==> src/rtl/l1_ahb_mtx_pkg.sv <==
// L1 AHB bus matrix shared definitions.
// AHB transfer/burst encodings and arbitration mode constants.
package l1_ahb_mtx_pkg;

   typedef enum logic [1:0] {
      HTRANS_IDLE   = 2'b00,
      HTRANS_BUSY   = 2'b01,
      HTRANS_NONSEQ = 2'b10,
      HTRANS_SEQ    = 2'b11
   } htrans_e;

   localparam logic [2:0] HBURST_SINGLE = 3'b000;
   localparam logic [2:0] HBURST_INCR   = 3'b001;
   localparam logic [2:0] HBURST_WRAP4  = 3'b010;
   localparam logic [2:0] HBURST_INCR4  = 3'b011;
   localparam logic [2:0] HBURST_WRAP8  = 3'b100;
   localparam logic [2:0] HBURST_INCR8  = 3'b101;
   localparam logic [2:0] HBURST_WRAP16 = 3'b110;
   localparam logic [2:0] HBURST_INCR16 = 3'b111;

   localparam int ARB_FIXED = 0;
   localparam int ARB_RR    = 1;

   // SEQ beats still owed after the NONSEQ of a burst
   function automatic logic [3:0] burst_seq_beats(input logic [2:0] hburst);
      logic [3:0] beats;
      case (hburst)
         HBURST_WRAP4,  HBURST_INCR4:  beats = 4'd3;
         HBURST_WRAP8,  HBURST_INCR8:  beats = 4'd7;
         HBURST_WRAP16, HBURST_INCR16: beats = 4'd15;
         default:                      beats = 4'd0;
      endcase
      return beats;
   endfunction

endpackage

==> src/rtl/l1_ahb_mtx_rr_pick.sv <==
// L1 AHB matrix arbiter pick logic.
// Finds first set request strictly after base, wrapping.
module l1_ahb_mtx_rr_pick #(
   parameter int NUM_PORTS = 3,
   parameter int PORT_W    = 2
) (
   input  logic [NUM_PORTS-1:0] req,
   input  logic [PORT_W-1:0]    base,
   output logic                 found,
   output logic [PORT_W-1:0]    idx
);

   logic [PORT_W:0]      shamt;
   logic [2*NUM_PORTS-1:0] dbl;
   logic [NUM_PORTS-1:0] rot;
   logic [PORT_W:0]      pos;
   logic [PORT_W:0]      sum;
   logic [PORT_W:0]      wrap;

   assign shamt = {1'b0, base} + (PORT_W+1)'(1);
   assign dbl   = {req, req};
   assign rot   = NUM_PORTS'(dbl >> shamt);

   // lowest set bit of the rotated vector wins
   always_comb begin
      found = 1'b0;
      pos   = '0;
      for (int j = NUM_PORTS - 1; j >= 0; j--) begin
         if (rot[j]) begin
            found = 1'b1;
            pos   = (PORT_W+1)'(j);
         end
      end
   end

   assign sum  = shamt + pos;
   assign wrap = (sum >= (PORT_W+1)'(NUM_PORTS)) ?
                 sum - (PORT_W+1)'(NUM_PORTS) : sum;
   assign idx  = wrap[PORT_W-1:0];

endmodule

==> src/rtl/l1_ahb_mtx_arb_param.sv <==
// L1 AHB matrix output-stage arbiter.
// Fixed/RR selection with burst and lock hold.
module l1_ahb_mtx_arb_param
   import l1_ahb_mtx_pkg::*;
#(
   parameter int NUM_PORTS  = 3,
   parameter int ARB_MODE   = ARB_FIXED,
   parameter int BURST_HOLD = 1,
   localparam int PORT_W =
      ($clog2(NUM_PORTS) > 1) ? $clog2(NUM_PORTS) : 1
) (
   input  logic                 HCLK,
   input  logic                 HRESETn,
   input  logic [NUM_PORTS-1:0] req_port,
   input  logic                 HREADYM,
   input  logic                 HSELM,
   input  logic [1:0]           HTRANSM,
   input  logic [2:0]           HBURSTM,
   input  logic                 HMASTLOCKM,
   output logic [PORT_W-1:0]    addr_in_port,
   output logic                 no_port,
   output logic                 burst_active
);

   logic                 tr_idle;
   logic                 tr_busy;
   logic                 tr_nonseq;
   logic                 tr_seq;
   logic                 xfer_act;
   logic [NUM_PORTS-1:0] own;
   logic [NUM_PORTS-1:0] cand;
   logic [PORT_W-1:0]    base;
   logic                 pick_ok;
   logic [PORT_W-1:0]    pick_idx;
   logic [PORT_W-1:0]    last_grant;
   logic [3:0]           beat_cnt;
   logic [3:0]           beat_nxt;
   logic                 hold_burst;
   logic [PORT_W-1:0]    addr_nxt;
   logic                 no_nxt;
   logic                 grant_ld;

   assign tr_idle   = (HTRANSM == HTRANS_IDLE);
   assign tr_busy   = (HTRANSM == HTRANS_BUSY);
   assign tr_nonseq = (HTRANSM == HTRANS_NONSEQ);
   assign tr_seq    = (HTRANSM == HTRANS_SEQ);
   assign xfer_act  = HSELM & ~tr_idle;

   // current owner stays a candidate while its transfer is live
   always_comb begin
      own = '0;
      for (int i = 0; i < NUM_PORTS; i++) begin
         own[i] = (addr_in_port == PORT_W'(i));
      end
   end

   assign cand = req_port | (own & {NUM_PORTS{xfer_act}});
   assign base = (ARB_MODE == ARB_RR) ?
                 last_grant : PORT_W'(NUM_PORTS - 1);

   l1_ahb_mtx_rr_pick #(
      .NUM_PORTS (NUM_PORTS),
      .PORT_W    (PORT_W)
   ) u_pick (
      .req   (cand),
      .base  (base),
      .found (pick_ok),
      .idx   (pick_idx)
   );

   // burst hold and beat counter next value
   always_comb begin
      hold_burst = 1'b0;
      beat_nxt   = beat_cnt;
      if (BURST_HOLD != 0) begin
         hold_burst = HSELM &
            ((tr_nonseq & (burst_seq_beats(HBURSTM) != 4'd0)) |
             (tr_seq & (beat_cnt > 4'd1)) |
             (tr_busy & (beat_cnt != 4'd0)));
         if (!HSELM)
            beat_nxt = 4'd0;
         else if (tr_nonseq)
            beat_nxt = burst_seq_beats(HBURSTM);
         else if (tr_seq && beat_cnt != 4'd0)
            beat_nxt = beat_cnt - 4'd1;
         else if (tr_idle)
            beat_nxt = 4'd0;
      end else begin
         beat_nxt = 4'd0;
      end
   end

   // grant decision: lock, burst, arbitration, select-hold, none
   always_comb begin
      addr_nxt = addr_in_port;
      no_nxt   = 1'b1;
      grant_ld = 1'b0;
      if (HMASTLOCKM) begin
         no_nxt = 1'b0;
      end else if (hold_burst) begin
         no_nxt = 1'b0;
      end else if (pick_ok) begin
         addr_nxt = pick_idx;
         no_nxt   = 1'b0;
         grant_ld = 1'b1;
      end else if (HSELM) begin
         no_nxt = 1'b0;
      end
   end

   // state registers advance only on accepted slave cycles
   always_ff @(posedge HCLK or negedge HRESETn) begin
      if (!HRESETn) begin
         addr_in_port <= '0;
         no_port      <= 1'b1;
         last_grant   <= PORT_W'(NUM_PORTS - 1);
         beat_cnt     <= 4'd0;
      end else if (HREADYM) begin
         addr_in_port <= addr_nxt;
         no_port      <= no_nxt;
         beat_cnt     <= beat_nxt;
         if (grant_ld)
            last_grant <= pick_idx;
      end
   end

   assign burst_active = (BURST_HOLD != 0) && (beat_cnt != 4'd0);

endmodule

==> config.mk <==
export PLATFORM = sky130hd
export DESIGN_NAME = l1_ahb_mtx_arb_param
export DESIGN_NICKNAME = d
export VERILOG_FILES = /design/src/rtl/l1_ahb_mtx_pkg.sv /design/src/rtl/l1_ahb_mtx_rr_pick.sv /design/src/rtl/l1_ahb_mtx_arb_param.sv
export SDC_FILE = /design/constraint.sdc
export NUM_CORES = 1
export LEC_CHECK = 0
export ABC_AREA = 1
export CORE_MARGIN = 5
export CORE_UTILIZATION = 48
export DETAILED_ROUTE_END_ITERATION = 6
export PLACE_DENSITY_LB_ADDON = 0.05
export SYNTH_ARGS = -nofsm -noshare
export SYNTH_HDL_FRONTEND = slang
export SYNTH_SLANG_ARGS = --single-unit
==> constraint.sdc <==
create_clock -name HCLK -period 1.6 [get_ports HCLK]
set_input_delay 0.48 -clock HCLK [delete_from_list [all_inputs] [get_ports HCLK]]
set_output_delay 0.48 -clock HCLK [all_outputs]
set_load 0.005 [all_outputs]
==> flow_summary.json, run 1 <==
{
  "place_hpwl_um": 1410,
  "grt_max_degree": 8,
  "tightest_slew_ps": 291,
  "timing.rr.start": "addr_in_port[1]",
  "netlist_instances": 98,
  "switching_share": 0.364,
  "power.total_uw": 805,
  "syn_area_um2": 703,
  "vias_per_cell": 4.85,
  "syn_to_final_growth_pct": 58.4,
  "initial_utilization": 0.521,
  "cp-end-kind": "flip-flop",
  "fin_nets": 160,
  "grt_pass1_vias": 776,
  "worstSetupPathType": "in2reg",
  "setup_viol": 1,
  "fin_crit_sh": 1.00,
  "status": "finished, violations left",
  "synth_top_area_frac": 0.214,
  "path_max_fanout": 3,
  "skew_ps": 5.75,
  "grt-ovfl-total": 0,
  "hold_viol": 0,
  "fp.dieH_um": 48.3,
  "cts.path.max_buffers": 2,
  "cts_buffers": 3,
  "place_ws_ps": -577,
  "grt_pass1_wl_um": 2970,
  "core_um2": 1350,
  "hold_slack_ps": 473,
  "required_ps": 1750,
  "final_cells": 157,
  "antenna_found_initial": 0,
  "drive_gt1_frac": 0.479,
  "synth-seq-area-share": 0.251,
  "drt-initial-drc-count": 24,
  "synth_nets": 115,
  "ir_drop_uv": 581,
  "cts_num_sinks": 7,
  "p_seq_frac": 0.275,
  "power.leakage_uw": 0.000596,
  "remaining_drc_errors": 0,
  "start_kind": "primary input",
  "ys_top_cells_by_area": "dfrtp_1 (21%), nand2_1 (12%), nand2_4 (11%), ha_1 (7.1%), nand2_2 (7.1%)",
  "routed_wirelength_um": 1780,
  "final_antenna_net_count": 0,
  "final_cell_mix": "buf_4 (25), nand2_1 (21), inv_1 (9)",
  "max_freq_mhz": 625,
  "combPwrFrac": 0.530,
  "clkPwrFrac": 0.195,
  "syn_avg_cell_area_um2": 7.18,
  "r2r_slack_ps": 20,
  "io_pins": 17,
  "gp_congestion": 0.805,
  "grt_use_total": 0.185,
  "critPathArrivalTime_ps": 1750,
  "placed_cells": 150,
  "fin_crit_ps": 1600,
  "reg2reg_depth": 10,
  "die_area_um2": 2330,
  "die_x_um": 48.3,
  "yosys_warnings": 0,
  "rows": 13,
  "r2r-end": "addr_in_port[1]",
  "layout_commonest_cell": "buf_4",
  "worst_setup_hold_path_clk_slew_ps": 50,
  "num_vias": 762,
  "fin_ws_ps": -1.04,
  "final_max_slew_viol_count": 0,
  "powerDensity_nw_per_um2": 723,
  "tns_ps": -1.04,
  "diodes": 0,
  "wire_per_inst_um": 11.3,
  "power.net_switching_uw": 293,
  "cts_tree": "built",
  "drv_cap": 0,
  "synth_top_area_cell": "dfrtp_1",
  "firstDrtPassIters": 4,
  "violations": "setup timing",
  "synth_cell_types": 21,
  "cts_max_level": 1,
  "rsz0062_at_grt": "true",
  "clk_latency_ps": 250,
  "relSlewSlack": 0.806,
  "cts_root_buffer": "clkbuf_4",
  "synth-seq-cells": 7,
  "critPathCapture": "addr_in_port[1]",
  "hold_path.class": "in2async",
  "worstSetupStartpoint": "req_port[1]",
  "p_int_uw": 512,
  "portBuffers": 15
}
-- state kept, by name (all words and copies together) (netlist names) --
register and flops:
beat_cnt 4, addr_in_port 2, no_port 1
-- metal layers --
layer | GRT usage | vias up | share of wire
met3 | 0.0221 | 3 | 0.066
li1 | - | 391 | -
met5 | 0 | - | 0
met2 | 0.320 | 25 | 0.47
met1 | 0.217 | 343 | 0.45
met4 | 0.102 | 0 | 0.018
-- kinds of logic (layout without fill, tap and decap cells) --
kind of cell               Yosys count  in the layout  synth area share
and+or+nand+nor                     59             59             0.488
adders and majority gates            4              4            0.0712
xor gates and xnor gates             1              1            0.0125
AOI/OAI and AO/OA                    9              9            0.0819
buffers and inverters               18             62            0.0961
DFF                                  7              7             0.251
-- cell type report --
class	instances	area, um^2
multi-input cells	73	494
inverters	18	75.1
well taps	15	18.8
repair buffers	40	323
clock buffers	4	26.3
flip-flops and latches	7	176
fillers	94	236
-- worst min path at each step --
stage | end | slack, ps | startpoint | cells past startpoint
final | addr_in_port[1] | 470 | HRESETn | 1
after global routing | addr_in_port[1] | 480 | HRESETn | 1
after CTS | addr_in_port[0] | 480 | HRESETn | 1
after detailed placement | no_port | 480 | no_port | 2
after global placement | no_port | 470 | no_port | 2
after floorplan | addr_in_port[0] | 180 | HRESETn | 0
-- metrics by stage --
step / area, um^2 / util
global route: 1110 / 0.825
detailed placement: 1050 / 0.778
floorplan: 716 / -
global placement: 1050 / 0.778
CTS: 1130 / 0.837
finish: 1110 / 0.825
-- cells in the mapped netlist, drive strengths merged --
cell type / n
a21oi: 3
clkinv: 1
dfrtp: 6
dfstp: 1
ha: 4
inv: 17
nand2: 37
nand3: 10
nand3b: 1
nor2: 11
o21ai: 5
o22ai: 1
xnor2: 1
-- timing repair --
| item | in CTS | in global routing |
|---|---|---|
| resized for setup | 16 | 6 |
| pin swaps | 3 | 1 |
| setup buffers | 4 | 0 |
| setup endpoints to repair | 10 | 4 |
| hold buffers | 0 | 0 |
-- power by group through the flow --
stage,clock (uW),combinational (uW),sequential [uW]
2_1_floorplan,0,208,228
3_3_place_gp,0,383,227
4_1_cts,164,440,217
6_report,157,426,221
5_1_grt,178,466,226
3_5_place_dp,0,395,229
-- critical path, stage by stage --
cell	delay, ps
clkdlybuf4s50_1	410
inv_2	70
nand2_4	70
nor2_4	120
nand2_2	70
ha_4	270
nand3b_1	110
nand2_2	50
nand2_2	60
nand2_2	40
No activity file was read; power rests on OpenSTA's default activity.
==> inputs of run 2 (changes only) <==
Settings changed: CTS_CLUSTER_SIZE from default to 20.
==> results of run 2 <==
Final layout, timing and power as in run 1 (identical DEF).
